File: src/rtl/matrix_vector_product.sv
// Tiled transposed matrix-vector product: result[c] = sum_r matrix[r][c] * vector[r].
// Optional clamping of result cells is enabled with the SATURATE_EN macro (default build wraps).
module matrix_vector_product #(
  parameter int MATRIX_ROWS       = 5,
  parameter int MATRIX_COLS       = 5,
  parameter int MATRIX_CELL_WIDTH = 8,
  parameter int VECTOR_CELL_WIDTH = 8,
  parameter int RESULT_CELL_WIDTH = 12,
  parameter int FRACTION_WIDTH    = 1,
  parameter int TILING_ROW        = 2,
  parameter int TILING_COL        = 2
) (
  input  logic                                                   clk,
  input  logic                                                   rst,
  input  logic                                                   start,
  input  logic [MATRIX_ROWS*MATRIX_COLS*MATRIX_CELL_WIDTH-1:0]   matrix,
  input  logic [MATRIX_ROWS*VECTOR_CELL_WIDTH-1:0]               vector,
  output logic [MATRIX_COLS*RESULT_CELL_WIDTH-1:0]               result,
  output logic                                                   valid,
  output logic                                                   error
);

  // state  | meaning
  // IDLE   | waiting for start after reset
  // CALC   | one tile per cycle; last_q marks the extra conversion cycle
  // DONE   | result/valid/error held until start or rst
  localparam logic [1:0] S_IDLE = 2'd0;
  localparam logic [1:0] S_CALC = 2'd1;
  localparam logic [1:0] S_DONE = 2'd2;

  localparam int ROWS = MATRIX_ROWS;
  localparam int COLS = MATRIX_COLS;
  localparam int MW   = MATRIX_CELL_WIDTH;
  localparam int VW   = VECTOR_CELL_WIDTH;
  localparam int RW   = RESULT_CELL_WIDTH;
  localparam int TR   = TILING_ROW;
  localparam int TC   = TILING_COL;
  localparam int PW   = MW + VW;
  localparam int AW   = PW + $clog2(ROWS);
  localparam int NRT  = (ROWS + TR - 1) / TR;
  localparam int NCT  = (COLS + TC - 1) / TC;
  localparam int RTW  = (NRT > 1) ? $clog2(NRT) : 1;
  localparam int CTW  = (NCT > 1) ? $clog2(NCT) : 1;

  logic [1:0]              state_q;
  logic [RTW-1:0]          rt_q;
  logic [CTW-1:0]          ct_q;
  logic                    last_q;
  logic signed [MW-1:0]    mat_q  [ROWS][COLS];
  logic signed [VW-1:0]    vec_q  [ROWS];
  logic signed [AW-1:0]    acc_q  [COLS];
  logic signed [AW-1:0]    acc_next [COLS];
  logic signed [MW-1:0]    m_sel  [TR][TC];
  logic signed [VW-1:0]    v_sel  [TR];
  logic signed [PW-1:0]    prod_full [TR][TC];
  logic signed [PW-1:0]    prod_sh   [TR][TC];
  logic [RW-1:0]           res_next [COLS];

  // Operand muxes select the current tile; cells past the matrix edge never match and stay zero.
  always_comb begin
    for (int i = 0; i < TR; i++) begin
      v_sel[i] = '0;
      for (int r = 0; r < ROWS; r++)
        if ((r % TR) == i && rt_q == RTW'(r / TR)) v_sel[i] = vec_q[r];
      for (int j = 0; j < TC; j++) begin
        m_sel[i][j] = '0;
        for (int r = 0; r < ROWS; r++)
          for (int c = 0; c < COLS; c++)
            if ((r % TR) == i && (c % TC) == j && rt_q == RTW'(r / TR) && ct_q == CTW'(c / TC))
              m_sel[i][j] = mat_q[r][c];
        prod_full[i][j] = PW'(m_sel[i][j]) * PW'(v_sel[i]);
        prod_sh[i][j]   = prod_full[i][j] >>> FRACTION_WIDTH;
      end
    end
  end

  always_comb begin
    for (int c = 0; c < COLS; c++) begin
      acc_next[c] = acc_q[c];
      for (int i = 0; i < TR; i++)
        for (int j = 0; j < TC; j++)
          if ((c % TC) == j && ct_q == CTW'(c / TC))
            acc_next[c] = acc_next[c] + AW'(prod_sh[i][j]);
    end
  end

`ifdef SATURATE_EN
  localparam logic signed [RW-1:0] RES_MAX = {1'b0, {(RW-1){1'b1}}};
  localparam logic signed [RW-1:0] RES_MIN = {1'b1, {(RW-1){1'b0}}};
  logic sat_any;

  always_comb begin
    sat_any = 1'b0;
    for (int c = 0; c < COLS; c++) begin
      res_next[c] = acc_q[c][RW-1:0];
      if (acc_q[c] > AW'(RES_MAX)) begin
        res_next[c] = RES_MAX;
        sat_any     = 1'b1;
      end else if (acc_q[c] < AW'(RES_MIN)) begin
        res_next[c] = RES_MIN;
        sat_any     = 1'b1;
      end
    end
  end
`else
  always_comb begin
    for (int c = 0; c < COLS; c++) res_next[c] = acc_q[c][RW-1:0];
  end

  assign error = 1'b0;
`endif

  always_ff @(posedge clk) begin
    if (rst) begin
      state_q <= S_IDLE;
      rt_q    <= '0;
      ct_q    <= '0;
      last_q  <= 1'b0;
      valid   <= 1'b0;
      result  <= '0;
`ifdef SATURATE_EN
      error   <= 1'b0;
`endif
      for (int c = 0; c < COLS; c++) acc_q[c] <= '0;
    end else begin
      case (state_q)
        S_IDLE, S_DONE: begin
          if (start) begin
            for (int r = 0; r < ROWS; r++) begin
              vec_q[r] <= vector[r*VW +: VW];
              for (int c = 0; c < COLS; c++)
                mat_q[r][c] <= matrix[(r*COLS+c)*MW +: MW];
            end
            for (int c = 0; c < COLS; c++) acc_q[c] <= '0;
            rt_q    <= '0;
            ct_q    <= '0;
            last_q  <= 1'b0;
            valid   <= 1'b0;
            state_q <= S_CALC;
          end
        end
        S_CALC: begin
          if (last_q) begin
            for (int c = 0; c < COLS; c++) result[c*RW +: RW] <= res_next[c];
`ifdef SATURATE_EN
            error   <= sat_any;
`endif
            valid   <= 1'b1;
            state_q <= S_DONE;
          end else begin
            for (int c = 0; c < COLS; c++) acc_q[c] <= acc_next[c];
            if (rt_q == RTW'(NRT - 1)) begin
              rt_q <= '0;
              if (ct_q == CTW'(NCT - 1)) last_q <= 1'b1;
              else                       ct_q   <= ct_q + CTW'(1);
            end else begin
              rt_q <= rt_q + RTW'(1);
            end
          end
        end
        default: state_q <= S_IDLE;
      endcase
    end
  end

endmodule

File: config.mk
export PLATFORM = sky130hd
export DESIGN_NAME = matrix_vector_product
export DESIGN_NICKNAME = d
export VERILOG_FILES = /design/src/rtl/matrix_vector_product.sv
export SDC_FILE = /design/constraint.sdc
export NUM_CORES = 1
export LEC_CHECK = 0
export BUFFER_PORTS_ARGS = -buffer_cell sky130_fd_sc_hd__buf_2
export CAP_MARGIN = 25
export CORE_ASPECT_RATIO = 1.75
export CORE_MARGIN = 4
export CORE_UTILIZATION = 30
export CTS_BUF_LIST = sky130_fd_sc_hd__clkbuf_8
export DETAILED_ROUTE_END_ITERATION = 16
export PLACE_DENSITY = 0.53
export RECOVER_POWER = 25
export SYNTH_ARGS = -nofsm -noshare
export SYNTH_HDL_FRONTEND = slang
export SYNTH_SLANG_ARGS = --single-unit
File: constraint.sdc
create_clock -name clk -period 14.4 [get_ports clk]
set_input_delay 2.88 -clock clk [delete_from_list [all_inputs] [get_ports clk]]
set_output_delay 2.88 -clock clk [all_outputs]
set_load 0.05 [all_outputs]
# [Word level (Yosys, flattened, before mapping)]
# Memories as Yosys holds them, arrays and structs flattened.
# Cells that the tools add are included.
# Widths: inputs -> output; s select.
[totals] ff_bits=68 mem_bits_rw=335 input_bits=243 output_inout_bits=62 word_cells=144 mem_count=3
[mem_list] name="mat_q" depth=5 width=40 read_ports=5 rd_ports_with_merged_regs=0 write_ports=5 line="49" rtl="logic signed [MW-1:0] mat_q [ROWS][COLS];"
[mem_list] name="acc_q" depth=5 width=19 read_ports=5 rd_ports_with_merged_regs=0 write_ports=5 line="51" rtl="logic signed [AW-1:0] acc_q [COLS];"
[mem_list] name="vec_q" depth=5 width=8 read_ports=5 rd_ports_with_merged_regs=0 write_ports=5 line="50" rtl="logic signed [VW-1:0] vec_q [ROWS];"
[op_classes] add_sub_neg=12 multipliers=4 eq_ne=11 muxes=78 n_bitwise=10 n_reduce_logical=20
[ops] operator="$mux 19" count=20
[ops] operator="$mux 8" count=30
[ops] operator="$add 19x15->19" count=10
[ops] operator="$mul 8x8->16" count=4
[ops] operator="$mux 2" count=8
[ops] operator="$mux 1" count=15
[ops] operator="$pmux 2 s2" count=3
[ops] operator="$ne 2x2->1 const B" count=5
[ops] operator="$or 1x1->1" count=10
[ops] operator="$logic_and 1x1->1" count=9
[ops] operator="$eq 2x1->1 const B" count=3
[ops] operator="$eq 2x2->1 const B" count=3
[ops] operator="$logic_not 2->1" count=3
[ops] operator="$reduce_and 2->1" count=3
[ops] operator="$reduce_and 3->1" count=2
[ops] operator="$reduce_and 5->1" count=1
[ops] operator="$add 2x1->2 const B" count=2
[ops] operator="$pmux 1 s2" count=2
[ops] operator="$reduce_bool 2->1" count=1
[ops] operator="$reduce_or 2->1" count=1

# [Depth between registers and ports, before layout]
# Gate-level depths: netlist of run 1.
[logic_depth] word_depth=17 depth_mapped=44 mapped_depth_nobuf=41

# [Worst setup path after synthesis of run 1]
# No wires, ideal clock.
[synth_timing] path_type="input -> register" startpoint="input port rst" endpoint="memory mat_q[0][0] in the netlist's numbering, enable pin" setup_time_ns=0.846 arrival_time_ns=13.232 t_required_ns=13.554 slack_ns=0.322 cell_stages=3 n_path_buf=2 cell_sequence="clkbuf_1 clkbuf_1 nor2_1"
[synth_lines] element="start, declared" line="14" rtl="input logic rst,"
[synth_lines] element="end, declared" line="49"

==> summary.md, run 1 <==
| Metric | Value |
|---|---|
| RSZ-0062 raised after global routing | false |
| Total core area | 88300 um^2 |
| Worst setup EP type | register |
| Pin count of the biggest net entering global routing | 87 |
| Die area | 94300 um^2 |
| Clock tree buffer depth | 3 |
| Fin crit share | 0.678 |
| Worst EP arrival | 10170 ps |
| Ys flop type | edfxtp_1 |
| First-pass GRT wire length | 123 mm |
| RR Endpoint | acc_q[0][87] |
| Vias in the first global route | 20776 |
| Slew @ Worst Pin | 986 ps |
| Ys Warns | 0 |
| Synth Area per Inst | 10.1 um^2 |
| Hold Path Depth | 2 |
| Final cell count without fillers | 4175 |
| EDFF count, synth | 300 |
| Critical path class | reg -> reg |
| Worst-path clk slew | 70 ps |
| Worst rel slew slack | 0.342 |
| CTS hold repair buffers | 0 |
| Worst hold path endpoint | result[51] |
| Most used cell along the critical path | inv_1 |
| CTS tree | yes |
| GRT Total Usage | 0.172 |
| Vias | 19696 |
| # rows | 144 |
| Fin. max-slew vios | 0 |
| Hold WC Path Type | reg -> reg |
| Final Setup Violations | 0 |
| Vias/cell | 4.72 |
| Tmin final | 9760 ps |
| Post-synthesis net count | 3299 |
| Worst clock skew | 44.1 ps |
| Final wirelength | 81.1 mm |
| Initial Util | 0.303 |
| Final cell utilization of the core | 0.349 |
| Max Cap Violations | 0 |
| Post-Synthesis Cells | 2658 |
| Hold_sp | result[51] |
| Post-Syn Area | 26800 um^2 |
| Area grow syn2layout | 15.0% |
| Seq cells post-synth | 368 |
| DRT antenna net count | 0 |
| Clock latency on the worst-skew pair | 710 ps |
| DIE HEIGHT | 403 um |
| Post-CTS Repair Setup Buffers | 0 |
| Die width | 234 um |
| CTS Sinks | 368 |
| Root Driver | clkbuf_8 |
| Detailed placement HPWL | 64.2 mm |
| R2R Path Start | ct_q[0] |
| Worst path required time | 14810 ps |
| PortBufs | 303 |
| Worst path slowest cell | xnor2_1 |
| Total grt overflow | 0 |
| # resized after CTS | 0 |
| Final nets | 3598 |
| Drt initial violations | 944 |
| Worst Path Max Fanout | 51 |
| Reg2reg setup slack | 4640 ps |
| Synth async-reset ratio | 0 |
| IO Count | 305 |
| Fmax | 102 MHz |
| Cells after DPL | 4063 |
| Initial antenna violation count | 7 |
| CP max stage delay | 540 ps |
| Seq/Total Area, Yosys | 0.387 |
| Routability cong. | 0.878 |
| Reg2Reg Depth | 42 |
| Drt first pass iters | 5 |
| Setup TNS Final | 0 ps |
| DRC | 0 |
| Startpoint types | register |
| Htree depth | 2 |
| Layout cell share with drive strength beyond 1 | 0.161 |
| Final hold vios | 0 |
| CTS Buf Count | 59 |
| Run status | completed |
| Wirelength per Cell | 19.4 um |
| Yosys cell types | 72 |
## through the flow
stage / hold slack, ps / worst slack (ps) / instance area (um^2)
2_1_floorplan: 445 / 322 / 26800
3_3_place_gp: 442 / 4480 / 29600
3_5_place_dp: 445 / 4520 / 29700
4_1_cts: 452 / 4460 / 30800
5_1_grt: 467 / 3970 / 30800
6_report: 450 / 4640 / 30800
## worst max path at each step
stage / from / end / slack [ps]
CTS: ct_q[0] / acc_q[0][87] / 4460
global route: ct_q[1] / acc_q[0][87] / 3970
detailed placement: ct_q[0] / acc_q[0][11] / 4520
floorplan: rst / mat_q[0][0] / 320
global placement: ct_q[0] / acc_q[0][87] / 4480
finish: ct_q[0] / acc_q[0][87] / 4640
## placed cells by master (no fill, tap or decap), types with 7 or more instances in the layout
master    netlist  routed
o21a_1          9       9
clkbuf_8        0      65
ha_1          216     214
clkinv_1        0       7
xnor3_1         9       9
mux2_2         14      14
or2_2          39      39
nand3b_1       16      16
nor2_1        267     266
a211oi_1       11      11
buf_4           1      29
clkinv_2        0       7
dfxtp_1        68      66
a22oi_1        29      29
o211ai_1       22      22
o21ai_0        84      84
or3_1           8       7
nand2b_1       48      47
o21bai_1       11      11
buf_2          12     300
edfxtp_1      300     300
a21o_1         40      40
a222oi_1       10      10
a21boi_0       20      20
and2_1         15      14
nand3_1         8       8
fa_1          182     182
mux2i_1        34      34
o31ai_1        11      11
nor3_1         14      14
o22ai_1         7       7
nand2_1       327     326
xnor2_1        90      90
o21ai_1        13      13
inv_1         313     337
nor2b_1        28      28
xor2_1         47      47
a21oi_1       189     189
## sequential cells by signal, indices dropped and copies added, names as in the netlist
| register | cells |
|---|---|
| mat_q | 200 |
| acc_q | 60 |
| result | 60 |
| vec_q | 40 |
| ct_q | 2 |
| rt_q | 2 |
| state_q | 2 |
| last_q | 1 |
| valid | 1 |
## Yosys cell counts, types with 5 or more instances
cell,instances,area share
o21bai_1,11,0.0031
o21ai_0,84,0.016
edfxtp_1,300,0.34
ha_1,216,0.10
o211ai_1,22,0.0062
nand3b_1,16,0.0045
nor2b_1,28,0.0065
clkbuf_1,72,0.010
nor3_1,14,0.0026
nand3_1,8,0.0015
and3b_1,6,0.0020
o31ai_1,11,0.0031
xnor2_1,90,0.029
buf_1,9,0.0013
buf_2,12,0.0022
xor2_1,47,0.015
a211oi_1,11,0.0031
fa_1,182,0.14
a21oi_1,189,0.035
a22oi_1,29,0.0081
o21ai_1,13,0.0024
and2_1,15,0.0035
nor2_1,267,0.037
nand2_1,327,0.046
inv_1,313,0.044
a222oi_1,10,0.0037
mux2_2,14,0.0059
or2_2,39,0.0091
o22ai_1,7,0.0016
a221oi_1,6,0.0020
a21boi_0,20,0.0056
xnor3_1,9,0.0076
or3_1,8,0.0019
o21a_1,9,0.0025
mux2i_1,34,0.013
nand2b_1,48,0.011
a21o_1,40,0.011
a31o_2,5,0.0016
dfxtp_1,68,0.051
## critical path, delay by kind of cell, from the launching register on
family / cells / cell delay, ps
AO/OA/AOI/OAI: 11 / 2610
XOR/XNOR: 4 / 1020
adder cells (fa/ha/maj): 9 / 2800
buffers and inverters: 8 / 1260
flip-flops: 1 / 360
multiplexers: 1 / 270
AND/OR/NAND/NOR: 9 / 1120
## area by class of cell
class                   instances  area, um^2
flip-flops and latches        368       10400
fillers                      9254       57500
inverters                     315        1180
diodes                          3        7.51
clock inverters                43         234
clock buffers                  65         895
repair buffers                335        1780
multi-input cells            1878       14900
well taps                    1168        1460
## metal layers
metal	vias up	global-route usage	part of all wire
met3	151	0.0250	0.046
met1	9409	0.190	0.37
met5	-	0	0.00057
met2	556	0.324	0.54
li1	9572	-	-
met4	8	0.0703	0.045
## logic make-up after synthesis
kind of cell | share of synthesized area
AO/OA/AOI/OAI | 0.116
XOR/XNOR | 0.0524
adder cells (fa/ha/maj) | 0.237
buffers and inverters | 0.0593
flip-flops | 0.387
multiplexers | 0.0186
other | 0.000140
AND/OR/NAND/NOR | 0.130
Power of run 1 is not shown: default switching activity piles up to over one toggle a cycle in this logic, so the estimate is an artifact.
==> run 2: changes to the inputs <==
Settings changed: PLACE_DENSITY 0.53 to 0.52.
Clock period 14.4 ns to 9.6 ns, I/O delays scaled along.
==> summary.md, run 2 (synthesized netlist as in run 1, its figures left out) <==
| Metric | Value |
|---|---|
| GRT Total Usage | 0.172 |
| Final wirelength | 81.3 mm |
| Root Driver | clkbuf_8 |
| Multi-input gate area | 14900 um^2 |
| Final worst slack | 638 ps |
| Worst Path Max Fanout | 32 |
| Crit path launch | rt_q[1] |
| Layout fillers | 9203 |
| Critical path class | reg -> reg |
| Max reg flops | 200 |
| Worst rel slew slack | 0.355 |
| # rows | 144 |
| Die area | 94300 um^2 |
| Final hold vios | 0 |
| Setup TNS Final | 0 ps |
| Hold_sp | result[51] |
| CP max stage delay | 600 ps |
| Initial Util | 0.303 |
| DRC | 0 |
| Drt first pass iters | 5 |
| Startpoint types | register |
| Total core area | 88300 um^2 |
| Reg2Reg Depth | 36 |
| IO Count | 305 |
| Clock tree buffer depth | 3 |
| Routability cong. | 0.868 |
| Tmin final | 8960 ps |
| Dpl ws | 384 ps |
| Vias in the first global route | 21119 |
| Wirelength per Cell | 19.4 um |
| Htree depth | 2 |
| Drt initial violations | 953 |
| Final Setup Violations | 0 |
| Hold WC Path Type | reg -> reg |
| Detailed placement HPWL | 65.6 mm |
| CTS tree | yes |
| Worst EP arrival | 9370 ps |
| Reg2reg setup slack | 640 ps |
| CTS Sinks | 368 |
| RSZ-0062 raised after global routing | false |
| Top reg by flops | mat_q |
| Reg area | 10400 um^2 |
| RR Endpoint | acc_q[0][68] |
| Worst setup EP type | register |
| Max Cap Violations | 0 |
| Worst-path clk slew | 70 ps |
| Regs by FF count | mat_q (200), acc_q (60), result (60) |
| First-pass GRT wire length | 123 mm |
| DIE HEIGHT | 403 um |
| Fin crit share | 0.934 |
| PortBufs | 303 |
| Worst path slowest cell | fa_1 |
| CTS hold repair buffers | 0 |
| Worst path required time | 10000 ps |
| Vias | 19859 |
| Fin. max-slew vios | 0 |
| DRT antenna net count | 0 |
| Fmax | 112 MHz |
| Layout cell share with drive strength beyond 1 | 0.169 |
| Area grow syn2layout | 16.0% |
| Run status | completed |
| Final cell utilization of the core | 0.352 |
| Worst clock skew | 26.8 ps |
| CTS Buf Count | 60 |
| Pin count of the biggest net entering global routing | 141 |
| Initial antenna violation count | 3 |
| Vias/cell | 4.73 |
| Die width | 234 um |
| Most frequent cells in the layout | 326 x nand2_1, 326 x inv_1, 300 x edfxtp_1, 293 x buf_2, 266 x nor2_1 |
| Total grt overflow | 0 |
| Slew @ Worst Pin | 968 ps |
| Most used cell along the critical path | fa_1 |
| Clock latency on the worst-skew pair | 700 ps |
| R2R Path Start | rt_q[1] |
| Final nets | 3621 |
| CP endpoint | acc_q[0][68] |
[run 2: worst max-delay path: cells and delay by family, from the launching register on]
family / cells / cell delay (ps)
AND/OR/NAND/NOR: 9 / 1500
AO/OA/AOI/OAI: 11 / 1960
adder cells (fa/ha/maj): 7 / 2880
buffers and inverters: 6 / 1100
XOR/XNOR: 3 / 690
flip-flops: 1 / 550
[run 2: worst min path at each step]
stage	slack, ps	endpoint	depth (start not counted)
CTS	450	result[20]	2
global route	470	result[51]	2
finish	450	result[51]	2
floorplan	440	state_q[1]	2
global placement	440	result[24]	2
detailed placement	440	result[20]	2
[run 2: stage by stage]
step / instance area [um^2] / hold WS (ps) / std cells
after floorplan: 26800 / 445 / 2658
after global placement: 29800 / 443 / 4085
after detailed placement: 29900 / 444 / 4086
after CTS: 31100 / 452 / 4197
after global routing: 31100 / 467 / 4198
final: 31100 / 450 / 4198
[run 2: layout make-up]
class,count,area share
Inverter,315,0.0380
Tap cell,1168,0.0470
Multi-Input combinational cell,1878,0.479
Antenna cell,1,0.0000805
Clock buffer,62,0.0275
Sequential cell,368,0.334
Timing Repair Buffer,357,0.0625
Clock inverter,49,0.0122
[run 2: routing by layer]
metal / vias to the layer above / share of wire / track usage / wire (um)
met5: - / 0.00027 / 0 / 22
met4: 4 / 0.047 / 0.0750 / 3850
met3: 147 / 0.037 / 0.0217 / 3040
met2: 486 / 0.54 / 0.323 / 43500
met1: 9603 / 0.38 / 0.190 / 30900
li1: 9619 / - / - / -
[run 2: what timing repair did]
action                     in CTS  in global routing
gates resized for setup         0                  2
setup buffers                   0                  0
setup endpoints to repair       0                  1
Power of run 2 is left out for the same reason.
==> run 3: changes to the inputs <==
Settings changed: CELL_PAD_IN_SITES_DETAIL_PLACEMENT from default to 0, CELL_PAD_IN_SITES_GLOBAL_PLACEMENT from default to 2, CORE_UTILIZATION 30 to 40, PLACE_DENSITY 0.52 to 0.89.
==> summary.md, run 3 (synthesized netlist as in run 1, its figures left out) <==
| Metric | Value |
|---|---|
| Initial antenna violation count | 1 |
| Die width | 204 um |
| Regs by FF count | mat_q (200), acc_q (60), result (60) |
| Routability cong. | 0.908 |
| Worst path required time | 10100 ps |
| Fmax | 111 MHz |
| R2R Path Start | ct_q[1] |
| Worst clock skew | 43.3 ps |
| Total grt overflow | 0 |
| # rows | 125 |
| Final Setup Violations | 0 |
| Vias/cell | 5.12 |
| Worst-path clk slew | 70 ps |
| Wirelength per Cell | 20.2 um |
| PortBufs | 303 |
| CP delay by family, top | adder cells |
| Worst rel slew slack | 0.288 |
| Root Driver | clkbuf_8 |
| Drt first pass iters | 5 |
| CP max stage delay | 560 ps |
| Setup TNS Final | 0 ps |
| Clock tree buffer depth | 3 |
| Htree depth | 2 |
| Most common cell after layout, fill and taps aside | nand2_1 |
| Hold_sp | result[19] |
| Worst EP arrival | 9490 ps |
| CTS hold repair buffers | 0 |
| Crit path launch | ct_q[1] |
| GRT Total Usage | 0.221 |
| DRT antenna net count | 0 |
| CTS Buf Count | 56 |
| Worst Path Max Fanout | 14 |
| Initial Util | 0.404 |
| DIE HEIGHT | 350 um |
| CTS Sinks | 368 |
| Post-CTS Repair Setup Buffers | 0 |
| Clock latency on the worst-skew pair | 690 ps |
| Detailed placement HPWL | 64.3 mm |
| DRC | 0 |
| Startpoint types | register |
| Fin crit share | 0.937 |
| Max Cap Violations | 0 |
| Drt initial violations | 862 |
| Final wirelength | 79.0 mm |
| Area grow syn2layout | 14.6% |
| Vias in the first global route | 21495 |
| Tmin final | 9000 ps |
| Critical path class | reg -> reg |
| Hold WC Path Type | reg -> reg |
| Slew @ Worst Pin | 1070 ps |
| Top reg by flops | mat_q |
| Run status | completed |
| Max reg flops | 200 |
| CP Buf/Inv Count | 5 |
| First-pass GRT wire length | 121 mm |
| Worst setup EP type | register |
| Most frequent cells in the layout | 326 x nand2_1, 324 x inv_1, 300 x edfxtp_1, 296 x buf_2, 266 x nor2_1 |
| IO Count | 305 |
| Pin count of the biggest net entering global routing | 91 |
| Final cell utilization of the core | 0.463 |
| Vias | 20038 |
| # resized after CTS | 0 |
| Fin. max-slew vios | 0 |
| Final hold vios | 0 |
| Reg2reg setup slack | 600 ps |
| Worst path slowest cell | fa_1 |
| CTS tree | yes |
| RSZ-0062 raised after global routing | false |
| Layout cell share with drive strength beyond 1 | 0.168 |
| Die area | 71300 um^2 |
| Final nets | 3618 |
| Total core area | 66300 um^2 |
[run 3: worst paths after layout]
| kind | end | cells past startpoint |
|---|---|---|
| worst max-delay path | acc_q[0][30] | 34 |
| worst min-delay path | result[19] | 2 |
| worst max register to register | acc_q[0][30] | 34 |
| worst min register to register | result[19] | 2 |
[run 3: per-stage QoR]
| stage | area (um^2) | setup slack, ps | instances | hold WS [ps] |
|---|---|---|---|---|
| after global routing | 30700 | 135 | 3914 | 473 |
| final | 30700 | 603 | 3914 | 449 |
| after floorplan | 26800 | 572 | 2658 | 445 |
| after CTS | 30700 | 665 | 3912 | 452 |
| after detailed placement | 29500 | 747 | 3807 | 444 |
| after global placement | 29500 | 910 | 3806 | 444 |
[run 3: area by class of cell]
type	instances	area [um^2]
diodes	1	2.50
clock inverters	44	367
multi-input cells	1878	14900
inverters	315	1180
flip-flops and latches	368	10400
well taps	889	1110
clock buffers	61	840
repair buffers	358	1940
fillers	6477	35600
[run 3: metal layers]
metal,up-vias,GRT usage,wire [um]
li1,9616,-,-
met1,9592,0.236,28400
met2,628,0.408,41200
met3,202,0.0318,3660
met4,0,0.135,5680
met5,-,0,0
[run 3: worst min-delay path: cells and delay by family (launching register included)]
kind	cells	cell delay [ps]
compound gates	1	50
flops	1	310
simple gates	1	50
Power of run 3 is left out for the same reason.
